## config.mk

```make
export PLATFORM = sky130hd
export DESIGN_NAME = tile_renderer
export DESIGN_NICKNAME = d
export VERILOG_FILES = /design/src/rtl/tile_pkg.sv /design/src/rtl/tile_fetch_fsm.sv /design/src/rtl/tile_renderer.sv
export SDC_FILE = /design/constraint.sdc
export NUM_CORES = 1
export LEC_CHECK = 0
export CORE_MARGIN = 3
export CORE_UTILIZATION = 25
export CTS_BUF_LIST = sky130_fd_sc_hd__clkbuf_2
export DETAILED_ROUTE_END_ITERATION = 7
export GPL_ROUTABILITY_DRIVEN = 0
export PLACE_DENSITY_LB_ADDON = 0.15
export SLEW_MARGIN = 20
export SYNTH_ARGS = -nofsm -noshare
export SYNTH_HDL_FRONTEND = slang
export SYNTH_HIERARCHICAL = 1
export SYNTH_SLANG_ARGS = --single-unit
```

## constraint.sdc

```tcl
create_clock -name clk -period 8.3 [get_ports clk]
set_input_delay 1.66 -clock clk [delete_from_list [all_inputs] [get_ports clk]]
set_output_delay 1.66 -clock clk [all_outputs]
set_load 0.01 [all_outputs]
```

## src/rtl/tile_pkg.sv

```systemverilog
// Shared raster constants, tile types and fetch FSM states for the tile renderer.
package tile_pkg;

    localparam int H_ACTIVE   = 1280;
    localparam int H_TOTAL    = 1600;
    localparam int V_ACTIVE   = 480;
    localparam int V_TOTAL    = 525;
    localparam int H_PREFETCH = 1500;
    localparam int MAP_COLS   = 40;
    localparam int TILE_PX    = 16;

    typedef logic [5:0] tile_id_t;
    typedef logic [3:0] pix_nib_t;

    typedef enum logic [2:0] {
        IDLE,
        MAP_RD,
        MAP_CAP,
        GFX_RD0,
        GFX_RD1,
        GFX_CAP
    } fetch_state_t;

    // Pixels 0-7 sit in the low word and 8-15 in the high word, so px*4 indexes the pair directly.
    function automatic pix_nib_t pick_nibble(input logic [63:0] tile_row, input logic [3:0] px);
        return tile_row[{px, 2'b00} +: 4];
    endfunction

endpackage

```

## src/rtl/tile_fetch_fsm.sv

```systemverilog
// Fetches one tile row (map byte, then two 4bpp graphics words) into a 64-bit shadow register.
module tile_fetch_fsm (
    input  logic        clk,
    input  logic        reset,
    input  logic        trig,
    input  logic [8:0]  line,
    input  logic [5:0]  col,
    output logic        tb_rd,
    output logic [8:0]  tb_addr,
    input  logic [31:0] tb_rdata,
    output logic        tg_rd,
    output logic [10:0] tg_addr,
    input  logic [31:0] tg_rdata,
    output logic [63:0] shadow
);
    import tile_pkg::*;

    fetch_state_t state, state_next;
    logic [10:0]  tile_index;
    logic [1:0]   byte_sel;
    logic [3:0]   gfx_row;
    tile_id_t     tile_id;
    logic [31:0]  word0;

    assign tile_index = 11'(line[8:4]) * 11'(MAP_COLS) + 11'(col);

    always_ff @(posedge clk) begin
        if (reset) begin
            state    <= IDLE;
            byte_sel <= '0;
            gfx_row  <= '0;
            tile_id  <= '0;
            word0    <= '0;
            shadow   <= '0;
        end else begin
            state <= state_next;
            case (state)
                IDLE: begin
                    if (trig) begin
                        byte_sel <= tile_index[1:0];
                        gfx_row  <= line[3:0];
                    end
                end
                MAP_RD:  tile_id <= tile_id_t'(tb_rdata[{byte_sel, 3'b000} +: 6]);
                GFX_RD0: word0   <= tg_rdata;
                // Both halves land together so the display never sees a half-updated tile row.
                GFX_RD1: shadow  <= {tg_rdata, word0};
                default: ;
            endcase
        end
    end

    always_comb begin
        state_next = state;
        tb_rd      = 1'b0;
        tb_addr    = '0;
        tg_rd      = 1'b0;
        tg_addr    = '0;
        if (!reset) begin
            case (state)
                IDLE: begin
                    if (trig) begin
                        state_next = MAP_RD;
                        tb_rd      = 1'b1;
                        tb_addr    = tile_index[10:2];
                    end
                end
                MAP_RD:  state_next = MAP_CAP;
                MAP_CAP: begin
                    state_next = GFX_RD0;
                    tg_rd      = 1'b1;
                    tg_addr    = {tile_id, gfx_row, 1'b0};
                end
                GFX_RD0: begin
                    state_next = GFX_RD1;
                    tg_rd      = 1'b1;
                    tg_addr    = {tile_id, gfx_row, 1'b1};
                end
                GFX_RD1: state_next = GFX_CAP;
                GFX_CAP: state_next = IDLE;
                default: state_next = IDLE;
            endcase
        end
    end

endmodule

```

## src/rtl/tile_renderer.sv

```systemverilog
// Raster-driven tile renderer: one-tile-ahead prefetch, palette lookup, 2-clock RGB/sync pipeline.
module tile_renderer (
    input  logic        clk,
    input  logic        reset,
    input  logic [10:0] hcount,
    input  logic [9:0]  vcount,
    input  logic        blank_n_in,
    input  logic        hsync_in,
    input  logic        vsync_in,
    output logic        tb_rd,
    output logic [8:0]  tb_addr,
    input  logic [31:0] tb_rdata,
    output logic        tg_rd,
    output logic [10:0] tg_addr,
    input  logic [31:0] tg_rdata,
    output logic [2:0]  pal_idx,
    input  logic [23:0] pal_rgb,
    output logic [23:0] rgb_out,
    output logic        transparent_out,
    output logic        blank_n_out,
    output logic        hsync_out,
    output logic        vsync_out
);
    import tile_pkg::*;

    logic [5:0]  col;
    logic [9:0]  next_line;
    logic        pre_trig, tile_trig, trig;
    logic [8:0]  fetch_line;
    logic [5:0]  fetch_col;
    logic [63:0] shadow, cur;
    pix_nib_t    nib;
    logic        transp_p1, vld_p1, hsync_p1, vsync_p1;

    assign col = hcount[10:5];

    // Line-end prefetch loads column 0 of the next line; in-line fetches stay one column ahead.
    always_comb begin
        next_line  = (vcount == 10'(V_TOTAL - 1)) ? '0 : vcount + 10'd1;
        pre_trig   = (hcount == 11'(H_PREFETCH)) && (next_line < 10'(V_ACTIVE));
        tile_trig  = (hcount < 11'(H_ACTIVE)) && (hcount[4:0] == 5'd0)
                     && (col != 6'(MAP_COLS - 1)) && (vcount < 10'(V_ACTIVE));
        trig       = pre_trig || tile_trig;
        fetch_line = pre_trig ? next_line[8:0] : vcount[8:0];
        fetch_col  = pre_trig ? '0 : col + 6'd1;
    end

    tile_fetch_fsm u_fetch (
        .clk      (clk),
        .reset    (reset),
        .trig     (trig),
        .line     (fetch_line),
        .col      (fetch_col),
        .tb_rd    (tb_rd),
        .tb_addr  (tb_addr),
        .tb_rdata (tb_rdata),
        .tg_rd    (tg_rd),
        .tg_addr  (tg_addr),
        .tg_rdata (tg_rdata),
        .shadow   (shadow)
    );

    assign nib = pick_nibble(cur, hcount[4:1]);

    always_ff @(posedge clk) begin
        if (reset) begin
            cur             <= '0;
            pal_idx         <= '0;
            transp_p1       <= 1'b0;
            vld_p1          <= 1'b0;
            hsync_p1        <= 1'b1;
            vsync_p1        <= 1'b1;
            rgb_out         <= '0;
            transparent_out <= 1'b0;
            blank_n_out     <= 1'b0;
            hsync_out       <= 1'b1;
            vsync_out       <= 1'b1;
        end else begin
            if (hcount[4:0] == 5'd31)
                cur <= shadow;
            // stage 1: nibble to palette index, controls follow
            pal_idx   <= nib[2:0];
            transp_p1 <= nib[3];
            vld_p1    <= blank_n_in;
            hsync_p1  <= hsync_in;
            vsync_p1  <= vsync_in;
            // stage 2: palette colour, forced black outside the active window
            rgb_out         <= vld_p1 ? pal_rgb : '0;
            transparent_out <= transp_p1;
            blank_n_out     <= vld_p1;
            hsync_out       <= hsync_p1;
            vsync_out       <= vsync_p1;
        end
    end

endmodule

```

* Word-level counts from Yosys, hierarchy flattened
Cells that the tools add are included.
Widths: inputs -> output; s select.
** Storage, ports and cells
- Memories kept :: 0
- RAM bits :: 0
- Register bits :: 210
- Memory bits (read-only) :: 0
- Bits in latches :: 0
- Word-level logic and storage cells :: 61
- Output and inout port bits :: 53
- Input port bits :: 114
** Operators by class
- Divide/modulo/power cells :: 0
- Eq/ne operators :: 9
- Add/sub/neg operators :: 3
- Bitwise logic cells :: 1
- Reductions and logical operators :: 10
- Magnitude comparators :: 3
- Shifts and indexed selects :: 2
- Muxes and demuxes :: 15
- Multiply operators :: 1
** Operator list (number)
- $shiftx 64x7->4 :: 1
- $mux 9 :: 4
- $shiftx 32x6->6 :: 1
- $pmux 11 s2 :: 1
- $lt 10x9->1 const B :: 2
- $pmux 3 s5 :: 1
- $add 11x6->11 :: 1
- $eq 11x11->1 const B :: 1
- $lt 11x11->1 const B :: 1
- $mux 11 :: 1
- $add 10x1->10 const B :: 1
- $eq 10x10->1 const B :: 1
- $mux 10 :: 1
- $mul 5x3->8 const B :: 1
- $add 6x1->6 const B :: 1
- $eq 3x2->1 const B :: 2
- $mux 6 :: 1
- $ne 6x6->1 const B :: 1
- $eq 5x5->1 const B :: 1
- $logic_not 5->1 :: 1
- $mux 1 :: 5
- $logic_and 1x1->1 :: 4
- $reduce_or 2->1 :: 2
- $eq 3x1->1 const B :: 1
- other kinds (7) :: 7

* Depth between registers and ports, before layout
Gate-level depths: netlist of the first run.
- Depth after elaboration :: 10
- Mapped depth :: 16
- Depth with buffers taken out :: 15

* By module
Netlist of the first run, hierarchy kept.
** Modules (own cells, without submodules)
- tile_fetch_fsm :: cells each 544, instances 1, area each 4515.6 µm²
- tile_renderer :: cells each 455, instances 1, area each 4227.8 µm²

* Worst setup path before layout of the first run
Ideal clock, no wire load.
- Path type :: input port to output port
- Start point :: input port hcount[3]
- End point :: output port tb_addr[7]
- Setup slack :: 1.917 ns
- Data required time :: 6.640 ns
- Stages :: 15
- Arrival time :: 4.723 ns
- Cell sequence :: buf_4 and3_4 nand4_2 a41o_2 a211oi_4 buf_6 mux2_4 ha_1 ha_1 inv_1 fa_1 nor2b_1 o211ai_1 or2_0 mux2i_1
** On the way
- Cells in the longest elaborated chain, start to end :: 8
** RTL lines
- start: declaration :: line tile_renderer.sv:5 : input logic [10:0] hcount,
- $eq 11x11->1 :: line tile_renderer.sv:40 : pre_trig = (hcount == 11'(H_PREFETCH)) && (next_line < 10'(V_ACTIVE));
- $logic_and 1x1->1 :: line tile_renderer.sv:40
- $mux 9 :: line tile_renderer.sv:44 : fetch_line = pre_trig ? next_line[8:0] : vcount[8:0];
- via fetch_line[4] :: line tile_renderer.sv:29 : logic [8:0] fetch_line;
- $mul 5x3->8 :: line tile_fetch_fsm.sv:25 : assign tile_index = 11'(line[8:4]) * 11'(MAP_COLS) + 11'(col);
- $add 11x6->11 :: line tile_fetch_fsm.sv:25
- $mux 9 :: line tile_fetch_fsm.sv:62 : if (trig) begin
- $mux 9 :: line tile_fetch_fsm.sv:60 : case (state)
- $mux 9 :: line tile_fetch_fsm.sv:59 : if (!reset) begin
- end: declaration :: line tile_renderer.sv:11 : output logic [8:0] tb_addr,
The timed path passes the listed nets, and every way through them passes these cells.

* Worst setup path in the final report of the first run
- Start point :: input port hcount[2]
- End point :: output port tb_addr[7]
Same word-level chain as after synthesis.

==> impl_metrics.py, run 1 <==
metrics = {
    "status": {
        "status": "completed",
    },
    "worst_setup_path": {
        "critPathLaunchType": "primary input",
        "cp_max_fo": 6,
        "timing.rr.end": "u_fetch/shadow[34]",
        "worst_ep_arrival_time_ns": 5.92,
        "reg2reg_setup_slack_ns": 6.26,
        "crit_type": "in -> out",
        "ff2ff_path_depth": 5,
        "endpoint_kind": "output port",
        "worstPathRequired_ns": 6.64,
        "r2r-start": "u_fetch/state[1]",
    },
    "clock_tree": {
        "ctsHoldBuffers": 0,
        "h-tree-depth": 2,
        "cts_setup_buffers": 0,
        "clock-sinks": 210,
        "cts_root_buffer": "clkbuf_2",
        "cts_tree": "built",
        "cts_resized": 0,
        "clockBufferDepth": 3,
        "cts_made_buffers": 55,
        "insertion_delay_ns": 0.81,
        "clk_pin_slew_ns": 0.09,
    },
    "grt": {
        "grt_pass1_wl_um": 38400,
        "grt_pass1_vias": 7258,
        "grt.total_usage_pct": 12.9,
        "overflow": 0,
        "antenna_found_initial": 1,
        "grt_max_degree": 105,
    },
    "timing": {
        "finalHoldViolCount": 0,
        "grt_setup_unrepaired": "false",
        "period_needed_ns": 7.58,
        "setup_viol": 0,
        "drv_slew": 0,
        "min_period_over_period_pct": 91.3,
        "fin_skew_ns": 0.0486,
        "fmax_ghz": 0.132,
        "tns_ns": 0,
        "tightest_slew_ns": 0.895,
        "slew-limit-headroom_pct": 40.4,
    },
    "detailed_routing": {
        "routed_wl_um": 24600,
        "drtIter0Drc": 343,
        "antenna_left": 0,
        "first_pass_iters": 6,
        "viasPerCell": 4.40,
        "vias": 7211,
        "wl_per_cell_um": 15.0,
        "drc": 0,
    },
    "synth": {
        "syn_avg_cell_area_um2": 8.75,
        "synthArstFlopShare_pct": 0,
        "synthCells": 999,
        "synth_area_leaders": "dfxtp_1, nand2_1, a21oi_1",
        "syn_nets": 1127,
        "yosys_warnings": 6,
        "yosys.area.top_type": "dfxtp_1",
        "synthesis.area_mm2": 0.00874,
        "synth_flop_cell": "dfxtp_1",
        "synth_top_area_share_pct": 48.1,
        "ys_ff_latch": 210,
        "synth_cell_type_count": 63,
        "synth_edf_count": 0,
        "ys_seq_area_share_pct": 48.1,
    },
    "power": {
        "p_leak_nw": 3.85,
        "comb_power_share_pct": 8.1,
        "p_sw_mw": 0.481,
        "vdd_ir_drop_max_mv": 0.0721,
        "total_power_mw": 1.87,
        "power_density_mw_per_mm2": 169,
        "p_int_mw": 1.39,
        "power.share.clock_pct": 37.7,
        "power_frac_seq_pct": 54.2,
        "swShare_pct": 25.7,
    },
    "layout": {
        "fin_nets": 1282,
        "drive_above_1_share_pct": 12.9,
        "multi_input_area_mm2": 0.00415,
        "n_fill_cell": 3713,
        "seqCellArea_mm2": 0.00420,
        "syn_to_final_growth_pct": 26.9,
    },
    "floorplanning": {
        "start_util_pct": 25.7,
        "ioPinCount": 167,
        "die_x_um": 193,
        "coreArea_mm2": 0.0340,
        "die-area_mm2": 0.0373,
        "die_y_um": 193,
        "fp-row-count": 67,
    },
    "hold_path": {
        "hold_path_startpoint": "vsync_p1",
        "holdCritPathClass": "reg -> reg",
        "whs_path_depth": 1,
        "min_to": "vsync_out",
    },
    "place": {
        "dp_hpwl_um": 16000,
        "port_buffers": 158,
    },
    "job": {
        "cap_violations": 0,
    },
}
-- cell usage after synthesis, types with 2 or more instances --
master and number:
and3_1 12, dfxtp_1 210, fa_1 2, nor2_1 28
mux2_1 2, buf_6 6, and4_1 2, and3b_1 2
nor4_1 3, nor3_1 5, clkbuf_1 32, ha_1 12
nand4_2 2, inv_1 8, mux4_2 25, buf_4 10
buf_1 6, nand3_1 6, buf_2 16, or2_2 5
a21o_1 2, xor2_1 10, xnor2_1 7, and2_1 29
a21oi_1 163, nor2b_1 13, mux2i_1 14, nand2_1 331
o21ai_0 2
-- state kept, by name, indices dropped and copies added (netlist names), 2 cells and up --
| signal | cells |
|---|---|
| pal_idx | 3 |
| u_fetch/word0 | 32 |
| u_fetch/byte_sel | 2 |
| u_fetch/shadow | 64 |
| u_fetch/gfx_row | 4 |
| u_fetch/state | 3 |
| cur | 64 |
| u_fetch/tile_id | 6 |
| rgb_out | 24 |
-- cells by family after synthesis --
logic type      after synthesis  share of synthesized area (%)
simple gates                453                           23.2
mux                          44                           8.90
flops                       210                           48.1
buf+inv                      80                           4.62
compound gates              180                           11.0
xor+xnor                     18                           2.02
fa+ha+maj                    14                           2.18
-- area by class of cell --
type | count | share of cell area, %
clock inverter | 7 | 0.474
multi-input combinational | 709 | 37.4
inverter | 9 | 0.304
tap | 448 | 5.05
sequential | 210 | 37.9
timing repair buffer | 169 | 15.0
antenna | 2 | 0.0451
clock buffer | 86 | 3.88
-- per-stage QoR --
step	worst slack, ns	util, %	area [um2]	cells	hold slack, ns
finish	0.718	32.6	11100	1640	0.402
global route	0.412	32.6	11100	1640	0.424
CTS	0.670	32.6	11100	1638	0.406
detailed placement	0.672	31.2	10600	1545	0.392
global placement	0.692	31.2	10600	1545	0.391
floorplan	1.92	-	8740	999	0.389
-- critical path, stage by stage --
cell,delay [ns]
clkdlybuf4s50_1,0.67
and3_4,0.28
nand4_2,0.12
a41o_2,0.31
a2111oi_2,0.40
xor2_1,0.28
ha_1,0.21
ha_1,0.18
inv_1,0.06
fa_1,0.39
xnor2_1,0.29
o211ai_1,0.16
or2_0,0.21
mux2i_1,0.13
clkdlybuf4s50_1,0.55
-- worst max-delay path by stage --
stage	start	to	slack, ns	depth (start not counted)
after global placement	hcount[2]	tb_addr[7]	0.69	15
after detailed placement	hcount[2]	tb_addr[7]	0.67	15
final	hcount[2]	tb_addr[7]	0.72	15
after floorplan	hcount[3]	tb_addr[7]	1.92	15
after CTS	hcount[2]	tb_addr[7]	0.67	15
after global routing	hcount[2]	tb_addr[7]	0.41	15
-- cell usage in the layout (no fill, tap or decap), types with 2 or more instances in the layout --
cell / count
diode_2: 2
and2_1: 28
nand3_2: 2
and4_1: 2
clkinv_1: 5
inv_2: 2
a21oi_1: 163
a21o_1: 2
xnor2_1: 7
mux2i_1: 14
buf_4: 11
fa_1: 2
o21ai_0: 2
clkbuf_2: 86
and3_1: 11
mux4_2: 25
nand3_1: 5
inv_1: 8
mux2_1: 2
nor3_1: 5
clkdlybuf4s50_1: 157
or2_2: 5
ha_1: 12
nor2_1: 28
dfxtp_1: 210
nor4_1: 3
nand2_1: 330
nor2b_1: 13
nand4_2: 2
xor2_1: 10
-- per-layer routing --
metal  GRT usage [%]  vias up  wire (um)
met1            17.4     3334      11900
met5               0        -          0
met3            3.36       32       1700
li1                -     3665          -
met2            20.4      180      10700
met4            4.01        0        382
-- power groups by stage --
stage | Sequential (mW) | Clock [mW] | Combinational [mW]
2_1_floorplan | 1.04 | 0 | 0.0685
3_3_place_gp | 1.04 | 0 | 0.154
3_5_place_dp | 1.04 | 0 | 0.154
4_1_cts | 1.01 | 0.752 | 0.155
5_1_grt | 1.01 | 0.801 | 0.167
6_report | 1.01 | 0.706 | 0.152
Power figures use the tool's default switching activity.
==> run 2: changes to the inputs <==
--- a/config.mk
+++ b/config.mk
@@ -9,9 +9,10 @@
 export CORE_UTILIZATION = 25
 export CTS_BUF_LIST = sky130_fd_sc_hd__clkbuf_2
 export DETAILED_ROUTE_END_ITERATION = 7
+export DONT_BUFFER_PORTS = 1
 export GPL_ROUTABILITY_DRIVEN = 0
 export PLACE_DENSITY_LB_ADDON = 0.15
-export SLEW_MARGIN = 20
+export SLEW_MARGIN = 30
 export SYNTH_ARGS = -nofsm -noshare
 export SYNTH_HDL_FRONTEND = slang
 export SYNTH_HIERARCHICAL = 1
==> constraint.sdc (replaced) <==
create_clock -name clk -period 8.95 [get_ports clk]
set_input_delay 1.79 -clock clk [delete_from_list [all_inputs] [get_ports clk]]
set_output_delay 1.79 -clock clk [all_outputs]
set_load 0.01 [all_outputs]
==> impl_metrics.py, run 2 (synthesis results as in run 1) <==
metrics = {
    "status": {
        "status": "completed",
    },
    "worst_setup_path": {
        "critPathLaunchType": "primary input",
        "crit_top_cell": "ha_1",
        "r2r-start": "u_fetch/state[1]",
        "timing.rr.end": "u_fetch/shadow[10]",
        "worstPathRequired_ns": 7.16,
        "endpoint_kind": "output port",
        "worst_ep_arrival_time_ns": 5.26,
        "crit_cells": 15,
        "crit_path_cell_trace": "inv_1 -> ha_1 -> nand2_1 -> nor3_1 -> nand4_2 -> a211oi_4 -> mux2_4 -> ha_1 -> ha_1 -> inv_1 -> fa_1 -> nor2b_1 -> o211ai_1 -> or2_0 -> mux2i_1",
        "cpLargestDelayFamily": "adder cells",
        "critPathBufInv": 2,
        "cp_max_fo": 12,
        "crit_type": "in -> out",
        "reg2reg_setup_slack_ns": 6.92,
        "slowest_stage": "a211oi_4",
        "ff2ff_path_depth": 5,
        "crit_start": "vcount[0]",
        "endpoint": "tb_addr[7]",
        "cpPeakStageDelay_ns": 0.62,
    },
    "floorplanning": {
        "die-area_mm2": 0.0373,
        "die_y_um": 193,
        "fp-row-count": 67,
        "coreArea_mm2": 0.0340,
        "die_x_um": 193,
        "start_util_pct": 25.7,
        "ioPinCount": 167,
    },
    "hold_path": {
        "hold_path_startpoint": "vsync_p1",
        "holdCritPathClass": "reg -> reg",
    },
    "layout": {
        "syn_to_final_growth_pct": 8.39,
        "drive_above_1_share_pct": 14.9,
        "finalNonFillerCells": 1479,
        "utilization_pct": 27.8,
        "n_fill_cell": 3790,
        "mostFrequentLayoutCells": "nand2_1, dfxtp_1, a21oi_1, clkbuf_2",
        "fin_nets": 1119,
        "largestRegisters": "cur: 64 flops, u_fetch/shadow: 64 flops, u_fetch/word0: 32 flops",
        "final_common_cell": "nand2_1",
    },
    "detailed_routing": {
        "drc": 0,
        "vias": 6695,
        "drtIter0Drc": 389,
        "routed_wl_um": 24000,
        "wl_per_cell_um": 16.2,
        "first_pass_iters": 4,
        "antenna_left": 0,
        "viasPerCell": 4.53,
    },
    "grt": {
        "grt_pass1_wl_um": 36300,
        "antenna_found_initial": 2,
        "grt.total_usage_pct": 12.5,
        "grt_max_degree": 188,
        "grt_pass1_vias": 6482,
        "overflow": 0,
    },
    "place": {
        "dp_cells": 1382,
        "port_buffers": 0,
        "dp_hpwl_um": 15200,
    },
    "clock_tree": {
        "clk_pin_slew_ns": 0.09,
        "clock-sinks": 210,
        "h-tree-depth": 2,
        "cts_setup_buffers": 0,
        "ctsHoldBuffers": 0,
        "insertion_delay_ns": 0.87,
        "cts_tree": "built",
        "clockBufferDepth": 3,
        "cts_root_buffer": "clkbuf_2",
        "cts_resized": 0,
        "cts_made_buffers": 55,
    },
    "timing": {
        "tns_ns": 0,
        "setup_viol": 0,
        "tightest_slew_ns": 0.777,
        "fin_skew_ns": 0.0864,
        "min_period_over_period_pct": 78.8,
        "grt_setup_unrepaired": "false",
        "fmax_ghz": 0.142,
        "drv_slew": 0,
        "period_needed_ns": 7.05,
        "hold-worst-slack_ns": 0.418,
        "slew-limit-headroom_pct": 48.2,
        "finalHoldViolCount": 0,
    },
    "power": {
        "vdd_ir_drop_max_mv": 0.0662,
        "power_density_mw_per_mm2": 174,
        "total_power_mw": 1.65,
        "p_leak_nw": 3.23,
    },
    "job": {
        "cap_violations": 0,
    },
}
[run 2: through the flow]
stage | setup slack, ns | cell area (um2)
final | 1.90 | 9480
after global placement | 1.91 | 8990
after CTS | 1.88 | 9470
after detailed placement | 1.90 | 8990
after floorplan | 2.31 | 8740
after global routing | 1.56 | 9470
[run 2: area by class of cell]
class	instances	area (um2)	share of cell area, %
well taps	448	561	5.91
multi-input cells	709	4150	43.8
repair buffers	6	45.0	0.475
diodes	2	5.00	0.0528
flip-flops and latches	210	4200	44.4
clock buffers	91	455	4.81
clock inverters	4	25.0	0.264
inverters	9	33.8	0.356
[run 2: power breakdown]
group / internal, mW / switching [mW] / leakage (nW) / total [mW]
clock network: 0.263 / 0.393 / 0.388 / 0.655
registers: 0.938 / 0.00396 / 1.69 / 0.942
logic: 0.0276 / 0.0283 / 1.15 / 0.0559
[run 2: routing by layer]
metal	global-route usage (%)	share of wire, %
met1	15.9	44
met3	4.12	9.1
met4	4.06	1.8
met5	0	0
met2	19.9	45
[run 2: how the worst min path moves through the flow]
| stage | depth (start not counted) | to | slack (ns) |
|---|---|---|---|
| floorplan | 1 | hsync_out | 0.39 |
| global placement | 1 | vsync_out | 0.39 |
| detailed placement | 1 | vsync_out | 0.40 |
| CTS | 1 | vsync_out | 0.42 |
| global route | 2 | cur[5] | 0.43 |
| finish | 1 | vsync_out | 0.42 |
[run 2: worst register-to-register path: stages (launching register included)]
cell	delay (ns)
dfxtp_1	0.78
nor2_1	0.17
nand2_2	0.11
buf_4	0.62
nand2_1	0.14
a21oi_1	0.15
==> run 3: changes to the inputs <==
==> constraint.sdc (replaced) <==
create_clock -name clk -period 5.69 [get_ports clk]
set_input_delay 1.138 -clock clk [delete_from_list [all_inputs] [get_ports clk]]
set_output_delay 1.138 -clock clk [all_outputs]
set_load 0.01 [all_outputs]
==> impl_metrics.py, run 3 (synthesis results as in run 1) <==
metrics = {
    "detailed_routing": {
        "antenna_left": 0,
        "drc": 0,
        "routed_wl_um": 24000,
        "vias": 6667,
        "drtIter0Drc": 312,
        "wl_per_cell_um": 16.3,
        "first_pass_iters": 4,
        "viasPerCell": 4.52,
    },
    "power": {
        "p_int_mw": 1.92,
        "swShare_pct": 25.5,
        "power_frac_seq_pct": 57.4,
        "p_sw_mw": 0.658,
        "vdd_ir_drop_max_mv": 0.128,
        "power.share.clock_pct": 39.2,
        "p_leak_nw": 3.21,
        "total_power_mw": 2.58,
        "comb_power_share_pct": 3.4,
        "power_density_mw_per_mm2": 273,
    },
    "worst_setup_path": {
        "crit_path_cell_trace": "ha_1 -> and4_1 -> xnor2_1 -> nor3_2 -> a2111oi_2 -> xor2_1 -> ha_1 -> ha_1 -> inv_1 -> fa_1 -> xnor2_1 -> o211ai_1 -> or2_0 -> mux2i_1",
        "cpPeakStageDelay_ns": 0.39,
        "worstPathRequired_ns": 4.55,
        "crit_top_cell": "ha_1",
        "r2r-start": "u_fetch/state[1]",
        "cp_max_fo": 5,
        "timing.rr.end": "u_fetch/shadow[47]",
        "reg2reg_setup_slack_ns": 3.63,
        "critPathLaunchType": "primary input",
        "endpoint_kind": "output port",
        "slowest_stage": "fa_1",
        "worst_ep_arrival_time_ns": 4.32,
        "crit_type": "in -> out",
        "ff2ff_path_depth": 5,
    },
    "clock_tree": {
        "clock-sinks": 210,
        "cts_tree": "built",
        "ctsHoldBuffers": 0,
        "cts_root_buffer": "clkbuf_2",
        "clk_pin_slew_ns": 0.09,
        "clockBufferDepth": 3,
        "cts_made_buffers": 55,
        "insertion_delay_ns": 0.85,
        "cts_setup_buffers": 0,
        "cts_resized": 0,
        "h-tree-depth": 2,
    },
    "grt": {
        "antenna_found_initial": 1,
        "grt_max_degree": 188,
        "overflow": 0,
        "grt_pass1_vias": 6545,
        "grt.total_usage_pct": 12.5,
        "grt_pass1_wl_um": 36500,
    },
    "timing": {
        "setup_slack_ns": 0.229,
        "tns_ns": 0,
        "fin_skew_ns": 0.0520,
        "tightest_slew_ns": 0.780,
        "setup_viol": 0,
        "finalHoldViolCount": 0,
        "min_period_over_period_pct": 96.0,
        "period_needed_ns": 5.46,
        "grt_setup_unrepaired": "false",
        "fmax_ghz": 0.183,
        "slew-limit-headroom_pct": 48.0,
        "drv_slew": 0,
    },
    "layout": {
        "utilization_pct": 27.8,
        "fin_nets": 1120,
        "n_fill_cell": 3813,
        "drive_above_1_share_pct": 13.7,
        "mostFrequentLayoutCells": "nand2_1, dfxtp_1, a21oi_1, clkbuf_2",
        "syn_to_final_growth_pct": 8.29,
        "final_common_cell": "nand2_1",
        "largestRegisters": "cur: 64 flops, u_fetch/shadow: 64 flops, u_fetch/word0: 32 flops",
    },
    "floorplanning": {
        "fp-row-count": 67,
        "start_util_pct": 25.7,
        "coreArea_mm2": 0.0340,
        "ioPinCount": 167,
        "die-area_mm2": 0.0373,
        "die_y_um": 193,
        "die_x_um": 193,
    },
    "status": {
        "status": "completed",
    },
    "hold_path": {
        "holdCritPathClass": "in -> reg",
        "hold_path_startpoint": "reset",
        "whs_path_depth": 1,
        "min_to": "u_fetch/gfx_row[0]",
    },
    "place": {
        "port_buffers": 0,
        "dp_slack_ns": 0.183,
        "dp_hpwl_um": 15200,
    },
    "job": {
        "cap_violations": 0,
    },
}
-- run 3: cell types whose count changed in the layout (fill, tap and decap cells not counted) --
| cell | previous run | this run |
|---|---|---|
| buf_4 | 6 | 7 |
| bufinv_16 | 0 | 1 |
| clkbuf_2 | 91 | 77 |
| clkinv_1 | 1 | 9 |
| clkinv_2 | 1 | 0 |
| clkinvlp_4 | 1 | 0 |
| diode_2 | 2 | 3 |
| inv_2 | 1 | 2 |
-- run 3: worst max-delay path by stage --
stage	start	endpoint	slack, ns	cells past startpoint
2_1_floorplan	hcount[3]	tb_addr[7]	0.35	15
3_3_place_gp	hcount[5]	tb_addr[7]	0.23	13
3_5_place_dp	vcount[0]	tb_addr[7]	0.18	14
4_1_cts	vcount[0]	tb_addr[7]	0.17	14
5_1_grt	vcount[0]	tb_addr[7]	0.004	15
6_report	vcount[0]	tb_addr[7]	0.23	14
-- run 3: layer usage --
metal  up-vias  track usage, %  wire length, um
met1      3094            16.1            10700
met3        43            4.18             2100
li1       3341               -                -
met2       189            19.6            10600
met4         0            4.73              604
met5         -               0                0
-- run 3: critical path, delay by kind of cell --
| family | cells | cell delay [ns] |
|---|---|---|
| multiplexers | 1 | 0.26 |
| AND/OR/NAND/NOR | 3 | 0.58 |
| adder cells (fa/ha/maj) | 4 | 0.98 |
| XOR/XNOR | 3 | 0.80 |
| buffers and inverters | 1 | 0.06 |
| AO/OA/AOI/OAI | 2 | 0.49 |
-- run 3: layout make-up --
cell class / count / area (um2) / share of cell area [%]
clock inverter: 12 / 76.3 / 0.806
multi-input combinational: 709 / 4150 / 43.8
antenna: 3 / 7.51 / 0.0793
sequential: 210 / 4200 / 44.4
clock buffer: 77 / 385 / 4.07
tap: 448 / 561 / 5.92
timing repair buffer: 7 / 52.6 / 0.555
inverter: 9 / 33.8 / 0.357
-- run 3: per-stage QoR --
step                cell area (um2)  std cells  hold slack (ns)
finish                         9470       1475            0.356
global route                   9470       1474            0.238
CTS                            9460       1472            0.237
detailed placement             9000       1383            0.399
global placement               9000       1383            0.392
floorplan                      8740        999            0.389
-- run 3: power by group through the flow --
stage	sequential, mW	clock, mW	combinational, mW
global placement	1.52	0	0.0889
finish	1.48	1.01	0.0879
detailed placement	1.52	0	0.0891
CTS	1.48	1.08	0.0898
global route	1.48	1.15	0.0980
floorplan	1.51	0	0.0999
